**src/rtl/game_pkg.sv**
```systemverilog
// Shared game definitions: timer state encoding, display widths and the
// binary-to-BCD conversion used by the countdown and score display paths.
package game_pkg;

    localparam int unsigned TIME_W = 7;
    localparam int unsigned BCD_W  = 4;

    typedef enum logic [1:0] {
        ST_IDLE    = 2'd0,
        ST_RUN     = 2'd1,
        ST_PAUSE   = 2'd2,
        ST_EXPIRED = 2'd3
    } timer_state_e;

    typedef struct packed {
        logic [BCD_W-1:0] tens;
        logic [BCD_W-1:0] ones;
    } bcd_t;

    // Valid for 0..99, where the tens digit always fits in one BCD nibble.
    function automatic bcd_t bin_to_bcd(input logic [TIME_W-1:0] bin);
        bcd_t r;
        r.tens = BCD_W'(bin / TIME_W'(10));
        r.ones = BCD_W'(bin % TIME_W'(10));
        return r;
    endfunction

endpackage

```
**src/rtl/tick_prescaler.sv**
```systemverilog
// Divides clkIn down to a one-cycle tick every CLK_DIV enabled cycles;
// the count is held while enable is low so partial periods are kept.
module tick_prescaler #(
    parameter int unsigned CLK_DIV = 100_000_000
) (
    input  logic clkIn,
    input  logic reset,
    input  logic clear,
    input  logic enable,
    output logic tick
);

    localparam int unsigned CNT_W = (CLK_DIV > 1) ? $clog2(CLK_DIV) : 1;
    localparam logic [CNT_W-1:0] TERMINAL = CNT_W'(CLK_DIV - 1);

    logic [CNT_W-1:0] count;

    assign tick = enable && (count == TERMINAL);

    always_ff @(posedge clkIn) begin
        if (reset || clear) begin
            count <= '0;
        end else if (enable) begin
            count <= tick ? '0 : count + CNT_W'(1);
        end
    end

endmodule

```
**src/rtl/game_countdown_timer.sv**
```systemverilog
// Per-game countdown: second prescaler, start/pause/expire control and
// binary plus BCD seconds-remaining for the seven-segment display.
module game_countdown_timer
    import game_pkg::*;
#(
    parameter int unsigned CLK_DIV      = 100_000_000,
    parameter int unsigned GAME_SECONDS = 30,
    parameter int unsigned WARN_SECONDS = 5
) (
    input  logic              clkIn,
    input  logic              reset,
    input  logic              start,
    input  logic              pause,
    output logic              timer_expired,
    output logic              running,
    output logic              sec_tick,
    output logic              low_time,
    output logic [TIME_W-1:0] time_left,
    output logic [BCD_W-1:0]  bcd_tens,
    output logic [BCD_W-1:0]  bcd_ones
);

    if (GAME_SECONDS < 1 || GAME_SECONDS > 99 || CLK_DIV < 2) begin : g_param_check
        $error("game_countdown_timer: GAME_SECONDS must be 1..99 and CLK_DIV >= 2");
    end

    localparam logic [TIME_W-1:0] GAME_TIME = TIME_W'(GAME_SECONDS);
    localparam logic [TIME_W-1:0] WARN_TIME = TIME_W'(WARN_SECONDS);

    timer_state_e      state_q, state_d;
    logic [TIME_W-1:0] time_d;
    logic              sec_tick_d;
    logic              expired_d;
    logic              running_d;
    logic              presc_en;
    logic              tick;
    bcd_t              bcd_d;
    bcd_t              game_bcd;

    // Start outranks pause, which outranks the tick; PAUSE with pause low
    // resumes counting on the same edge it returns to RUN.
    assign presc_en = ((state_q == ST_RUN) || (state_q == ST_PAUSE)) && !pause && !start;

    tick_prescaler #(
        .CLK_DIV (CLK_DIV)
    ) u_prescaler (
        .clkIn  (clkIn),
        .reset  (reset),
        .clear  (start),
        .enable (presc_en),
        .tick   (tick)
    );

    // Next-state, next-count and pulse generation.
    always_comb begin
        state_d    = state_q;
        time_d     = time_left;
        sec_tick_d = 1'b0;
        expired_d  = 1'b0;
        case (state_q)
            ST_IDLE: begin
                time_d = GAME_TIME;
                if (start) state_d = ST_RUN;
            end
            ST_RUN, ST_PAUSE: begin
                if (start) begin
                    state_d = ST_RUN;
                    time_d  = GAME_TIME;
                end else if (pause) begin
                    state_d = ST_PAUSE;
                end else begin
                    state_d = ST_RUN;
                    if (tick) begin
                        sec_tick_d = 1'b1;
                        time_d     = time_left - TIME_W'(1);
                        if (time_left == TIME_W'(1)) begin
                            expired_d = 1'b1;
                            state_d   = ST_EXPIRED;
                        end
                    end
                end
            end
            ST_EXPIRED: begin
                time_d = '0;
                if (start) begin
                    state_d = ST_RUN;
                    time_d  = GAME_TIME;
                end
            end
            default: state_d = ST_IDLE;
        endcase
    end

    assign running_d = (state_d == ST_RUN) || (state_d == ST_PAUSE);
    assign bcd_d     = bin_to_bcd(time_d);
    assign game_bcd  = bin_to_bcd(GAME_TIME);

    always_ff @(posedge clkIn) begin
        if (reset) begin
            state_q       <= ST_IDLE;
            time_left     <= GAME_TIME;
            bcd_tens      <= game_bcd.tens;
            bcd_ones      <= game_bcd.ones;
            sec_tick      <= 1'b0;
            timer_expired <= 1'b0;
            running       <= 1'b0;
        end else begin
            state_q       <= state_d;
            time_left     <= time_d;
            bcd_tens      <= bcd_d.tens;
            bcd_ones      <= bcd_d.ones;
            sec_tick      <= sec_tick_d;
            timer_expired <= expired_d;
            running       <= running_d;
        end
    end

    assign low_time = ((state_q == ST_RUN) || (state_q == ST_PAUSE)) && (time_left <= WARN_TIME);

endmodule

```
**config.mk**
```make
export PLATFORM = sky130hd
export DESIGN_NAME = game_countdown_timer
export DESIGN_NICKNAME = d
export VERILOG_FILES = /design/src/rtl/game_pkg.sv /design/src/rtl/tick_prescaler.sv /design/src/rtl/game_countdown_timer.sv
export SDC_FILE = /design/constraint.sdc
export NUM_CORES = 1
export LEC_CHECK = 0
export CAP_MARGIN = 30
export CORE_MARGIN = 3
export CORE_UTILIZATION = 50
export DETAILED_ROUTE_END_ITERATION = 8
export HOLD_SLACK_MARGIN = 0.05
export PLACE_DENSITY_LB_ADDON = 0.25
export SETUP_SLACK_MARGIN = 0.1
export SYNTH_ARGS = -nofsm -noshare
export SYNTH_HDL_FRONTEND = slang
export SYNTH_HIERARCHICAL = 1
export SYNTH_SLANG_ARGS = --single-unit
```
**constraint.sdc**
```tcl
create_clock -name clkIn -period 11.3 [get_ports clkIn]
set_clock_uncertainty 0.05 [all_clocks]
set_input_delay 2.26 -clock clkIn [delete_from_list [all_inputs] [get_ports clkIn]]
set_output_delay 2.26 -clock clkIn [all_outputs]
set_load 0.005 [all_outputs]
```
# Word level (Yosys, flattened, before mapping)
# Cells that the tools add are included.
[totals]
input_bits = 4
output_inout_bits = 19
ff_bits = 47
[op_classes]
reduce_logical = 14
n_bitwise = 2
n_lt_le_gt_ge = 1
add_sub_neg = 2
div_mod_pow = 2
n_eq_ne = 7
mux = 14
[op_table]
columns = ["cell", "count"]
rows = [
  ["adder 27 x 1 -> 27 bit (second input constant)", 1],
  ["equality test 27 bit (second input constant)", 1],
  ["two-way mux 27 bit", 1],
  ["two-way mux 7 bit", 3],
  ["one-hot mux 7 bit (3 select lines)", 1],
  ["two-way mux 2 bit", 5],
  ["divider 7 x 4 -> 7 bit (second input constant)", 1],
  ["equality test 7 x 1 -> 1 bit (second input constant)", 1],
  ["less-or-equal comparator 7 x 3 -> 1 bit (second input constant)", 1],
  ["remainder unit 7 x 4 -> 7 bit (second input constant)", 1],
  ["subtractor 7 x 1 -> 7 bit (second input constant)", 1],
  ["equality test 2 bit (second input constant)", 3],
  ["two-way mux 5 bit", 1],
  ["OR reduction 5 bit", 1],
  ["equality test 2 x 1 -> 1 bit (second input constant)", 2],
  ["logical AND 1 bit", 4],
  ["one-hot mux 2 bit (2 select lines)", 1],
  ["OR reduction 2 bit", 2],
  ["OR reduction 4 bit", 1],
  ["logical OR 1 bit", 3],
  ["zero test 1 bit", 2],
  ["zero test 2 bit", 1],
  ["two-way mux 1 bit", 2],
  ["NOT 1 bit", 2],
]

# Longest topological paths before layout
[depth]
word_depth = 11
mapped_depth = 23
ltp_nobuf = 20

# Modules after synthesis
# Netlist, hierarchy kept.
[by_module_without_submodules]
columns = ["module", "seq_area_each_um2", "cells_each", "instances", "area_each_um2"]
rows = [
  ["game_countdown_timer", 380.4, 161, 1, 1356.3],
  ["tick_prescaler", 540.5, 155, 1, 1350.0],
]

# Worst setup path after synthesis
# No wires, ideal clock.
[synth_path]
kind = "input port to flip-flop"
start = "input start"
end = "register bcd_ones[2]"
required_ps = 11129
path_slack_ps = 4013
t_arrival_ps = 7116
stages = 20
path_buffers = 3
cell_sequence = "clkbuf_1 -> nand2b_1 -> nor2_1 -> nand4_1 -> or4_1 -> buf_2 -> nor2_1 -> or3b_2 -> o211a_1 -> or2_2 -> clkbuf_1 -> a22oi_1 -> ha_1 -> a21oi_1 -> a32o_1 -> o21ai_0 -> o41ai_2 -> ha_1 -> o21ai_0 -> mux2_2"
[synth_between]
elab_chain_cells = 8
[synth_lines]
columns = ["item", "line_no", "source"]
rows = [
  ["from (decl)", "game_countdown_timer.sv:12", "input logic start,"],
  ["zero test 1 bit", "game_countdown_timer.sv:42", "assign presc_en = ((state_q == ST_RUN) || (state_q == ST_PAUSE)) && !pause && !start;"],
  ["logical AND 1 bit", "game_countdown_timer.sv:42", ""],
  ["named net presc_en", "game_countdown_timer.sv:35", "logic presc_en;"],
  ["logical AND 1 bit", "tick_prescaler.sv:18", "assign tick = enable && (count == TERMINAL);"],
  ["named net tick", "game_countdown_timer.sv:36", "logic tick;"],
  ["two-way mux 7 bit", "game_countdown_timer.sv:73", "if (tick) begin"],
  ["two-way mux 7 bit", "game_countdown_timer.sv:69", "end else if (pause) begin"],
  ["two-way mux 7 bit", "game_countdown_timer.sv:66", "if (start) begin"],
  ["one-hot mux 7 bit (3 select lines)", "game_countdown_timer.sv:60", "case (state_q)"],
  ["remainder unit 7 x 4 -> 7 bit", "game_pkg.sv:24", "r.ones = BCD_W'(bin % TIME_W'(10));"],
  ["to (signal assigned)", "game_countdown_timer.sv:103", "bcd_ones <= game_bcd.ones;"],
  ["to (signal assigned)", "game_countdown_timer.sv:111", "bcd_ones <= bcd_d.ones;"],
  ["to (decl)", "game_countdown_timer.sv:20", "output logic [BCD_W-1:0] bcd_ones"],
]
# The timed path passes the listed nets, and every way through them passes these cells.
# A chain may end at the register's enable or synchronous reset.

# Worst setup path after layout
# Same ends and word-level chain as after synthesis.

==> metrics <==
Sw Pwr=between 0.00009 and 0.0001 W; Power Dens Cells=117 nW/um2; internal power=approximately 0.00025 W; sw frac=28.3%; CP Max Fanout=17; clock network power share=just under 30%; CP max stage cell=or4_1; 1st-iter DRT viols=95; post-CTS sizing=0; commonest non-fill, non-tap cells in the layout=dfxtp_1 (46), nor2_1 (35), clkdlybuf4s50_1 (22), a21oi_1 (19), nand2_1 (13); Die H=just under 80 um; min-delay src=u_prescaler/count[1]$_SDFFE_PP0P_; Clk Tree Root Cell=clkbuf_8; clk_lat worst skew=0.30 ns; worst r2r dst=bcd_ones[2]$_SDFF_PP0_; Top FF cell, synth=dfxtp_1; Logic pwr share=between 20% and 30%; Crit path largest cell delay=0.69 ns; final hold vios=0; Multi-input gate area=between 1500 and 2000 um2; count of different cell masters after synthesis=65; crit end category=flop; WP data required=approximately 11 ns; Mapped Area=roughly 2700 um2; MaxCap Viol Count=0; Clock Path Buffers=2; synth-to-layout area growth=11.5%; # hold bufs at CTS=0; Site Rows=26; vias in the first global route=approximately 2200; fraction of registers with async set/reset=0%; worst hold path depth=2; DR WL/cell=about 15 um; drt first pass iters=4; sequential area share after synthesis=between 30% and 40%; status=finished clean; CP arrival=around 8 ns; worst r2r path cells=19; initial antenna violation count=0; Die W=approximately 80 um; Fin Hold WS=around 0.45 ns; total negative setup slack=0 ns; Routed Antenna Nets=0; Vias=2385; Worst R2R Start=state_q[0]$_SDFF_PP0_; cts bufs inserted=5; clk sinks=46; final critical-path share of the clock period=71.6%; Yosys Warn Count=6; fillcell total=between 400 and 500; core box area=5170 um2; Tot GR Track Use=20.4%; critical path class=in2reg; Post-synth EDFFs=0; first-pass GRT wire length=approximately 10000 um; final setup fails=0; min cycle time layout=~8 ns; H-Tree Depth=2; Critical Path, Cell by Cell=clkdlybuf4s50_1, nand2b_1, nor2_1, nand4_1, or4_1, nor2_1, or3b_2, o211a_1, or2_2, a22oi_1, ha_1, o211ai_1, o211ai_1, o21ai_0, o41ai_2, ha_1, o21ai_0, mux2_2; Startpoint Class=primary input; Slew HR=between 50 and 60%; I/O Buffers=22; largest net degree at the start of global routing=25; layout cells sized above 1=8.76%; synthesized net count=roughly 330; Synth Instances=about 320; Leak=around 1.1 nW; fin nets=341; Synth Register Bits=46; Slew Viols, Final=0; detail-routed via count per cell=5.95; Initial Util=52.3%; clock transition at the registers of the reported paths=approximately 0.080 ns; Reg area=approximately 920 um2; Routed WL=between 5000 and 6000 um; Diodes inserted=0; GRT Residual Overflow=0; Slew @ Worst Pin=approximately 0.65 ns; RSZ-0062 raised after global routing=no; Min-Delay Path Class=reg2reg; GP Congestion=approximately 0.9; CTS tree=built; Mean Syn Cell Area=~8.6 um2; commonest non-fill, non-tap cell in the layout=dfxtp_1; part of the power in registers=between 40% and 50%; fmax=between 100 and 150 MHz; IO Count=23; R2R Setup Slk=~5 ns; Die Area=between 6000 and 7000 um2; Worst VDD drop=0.0000666 V; Hold Crit Endpoint=u_prescaler/count[1]$_SDFFE_PP0P_; # DRC=0; post-CTS setup buffers=0; DP HPWL=4200 um
[registers in the layout, indices dropped and copies added (netlist names)]
| signal | count |
|---|---|
| sec_tick | 1 |
| bcd_ones | 3 |
| u_prescaler/count | 27 |
| bcd_tens | 4 |
| timer_expired | 1 |
| state_q | 2 |
| time_left | 7 |
| running | 1 |
[worst max-delay path: cells and delay by family]
| kind | cells | cell delay (ns) |
|---|---|---|
| simple gates | 7 | 2.90 |
| compound gates | 7 | 1.49 |
| buf+inv | 1 | 0.66 |
| fa+ha+maj | 2 | 0.55 |
| mux | 1 | 0.38 |
[per-layer routing]
| layer | global-route usage [%] | wire, um | vias up |
|---|---|---|---|
| met5 | 0 | 0 | - |
| met4 | 8.25 | 80 | 0 |
| met3 | 3.61 | 196 | 8 |
| met2 | 33.8 | 2860 | 43 |
| met1 | 26.0 | 2740 | 1147 |
| li1 | - | - | 1187 |
[logic make-up (layout without fill, tap and decap cells)]
family / count (synthesis) / after routing / share of synthesized area, %
AO/OA/AOI/OAI: 68 / 68 / 18.3
XOR/XNOR: 17 / 17 / 5.78
adder cells (fa/ha/maj): 7 / 7 / 3.24
buffers and inverters: 27 / 42 / 4.95
flip-flops: 46 / 46 / 34.0
multiplexers: 4 / 4 / 1.71
AND/OR/NAND/NOR: 147 / 147 / 32.0
[stage by stage]
step | total power (W) | instance area, um2 | util [%] | std cells | setup slack (ns)
final | 0.000352 | 3020 | 58.3 | 401 | 3.21
after global routing | 0.000370 | 3020 | 58.3 | 401 | 2.71
after CTS | 0.000354 | 3020 | 58.3 | 401 | 3.22
after detailed placement | 0.000251 | 2930 | 56.6 | 393 | 2.88
after global placement | 0.000249 | 2930 | 56.6 | 393 | 3.14
after floorplan | 0.000227 | 2710 | - | 316 | 4.01
[area by class of cell]
| class | count | share of cell area [%] |
|---|---|---|
| well taps | 70 | 2.90 |
| multi-input cells | 243 | 54.7 |
| repair buffers | 22 | 7.30 |
| inverters | 12 | 1.49 |
| flip-flops and latches | 46 | 30.5 |
| clock inverters | 1 | 0.166 |
| clock buffers | 7 | 2.86 |
[how the worst max path moves through the flow]
stage	end	from	slack, ns
after floorplan	bcd_ones[2]$_SDFF_PP0_	start	4.01
after global placement	bcd_ones[2]$_SDFF_PP0_	start	3.14
after detailed placement	bcd_ones[2]$_SDFF_PP0_	start	2.88
after CTS	bcd_ones[2]$_SDFF_PP0_	start	3.22
after global routing	bcd_ones[2]$_SDFF_PP0_	start	2.71
final	bcd_ones[2]$_SDFF_PP0_	start	3.21
[cells in the mapped netlist, types with 3 or more instances]
cell type | count | area, um2
buf_2 | 5 | 25.0
o31ai_1 | 7 | 52.6
nand3_1 | 11 | 55.1
nand4_1 | 12 | 75.1
ha_1 | 7 | 87.6
buf_6 | 3 | 33.8
dfxtp_1 | 46 | 921
nand2_1 | 13 | 48.8
nor2_1 | 35 | 131
or4_1 | 6 | 45.0
nand2b_1 | 7 | 43.8
a21oi_1 | 19 | 95.1
and3_1 | 4 | 25.0
clkbuf_1 | 6 | 22.5
or3_1 | 10 | 62.6
and4_1 | 5 | 43.8
nor4_1 | 6 | 37.5
o21ai_0 | 10 | 50.1
nor3_1 | 6 | 30.0
o211ai_1 | 5 | 37.5
xor2_1 | 11 | 96.3
xnor2_1 | 5 | 43.8
or2_2 | 6 | 37.5
o211a_1 | 3 | 30.0
inv_1 | 12 | 45.0
nor2b_1 | 6 | 37.5
[power by group through the flow]
stage	Combinational, W	Clock (W)	Sequential [W]
after floorplan	0.0000496	0	0.000177
after global placement	0.0000719	0	0.000177
after detailed placement	0.0000733	0	0.000177
after CTS	0.0000735	0.000107	0.000173
after global routing	0.0000818	0.000113	0.000175
final	0.0000741	0.000105	0.000173
(Power assumes the default switching activity.)
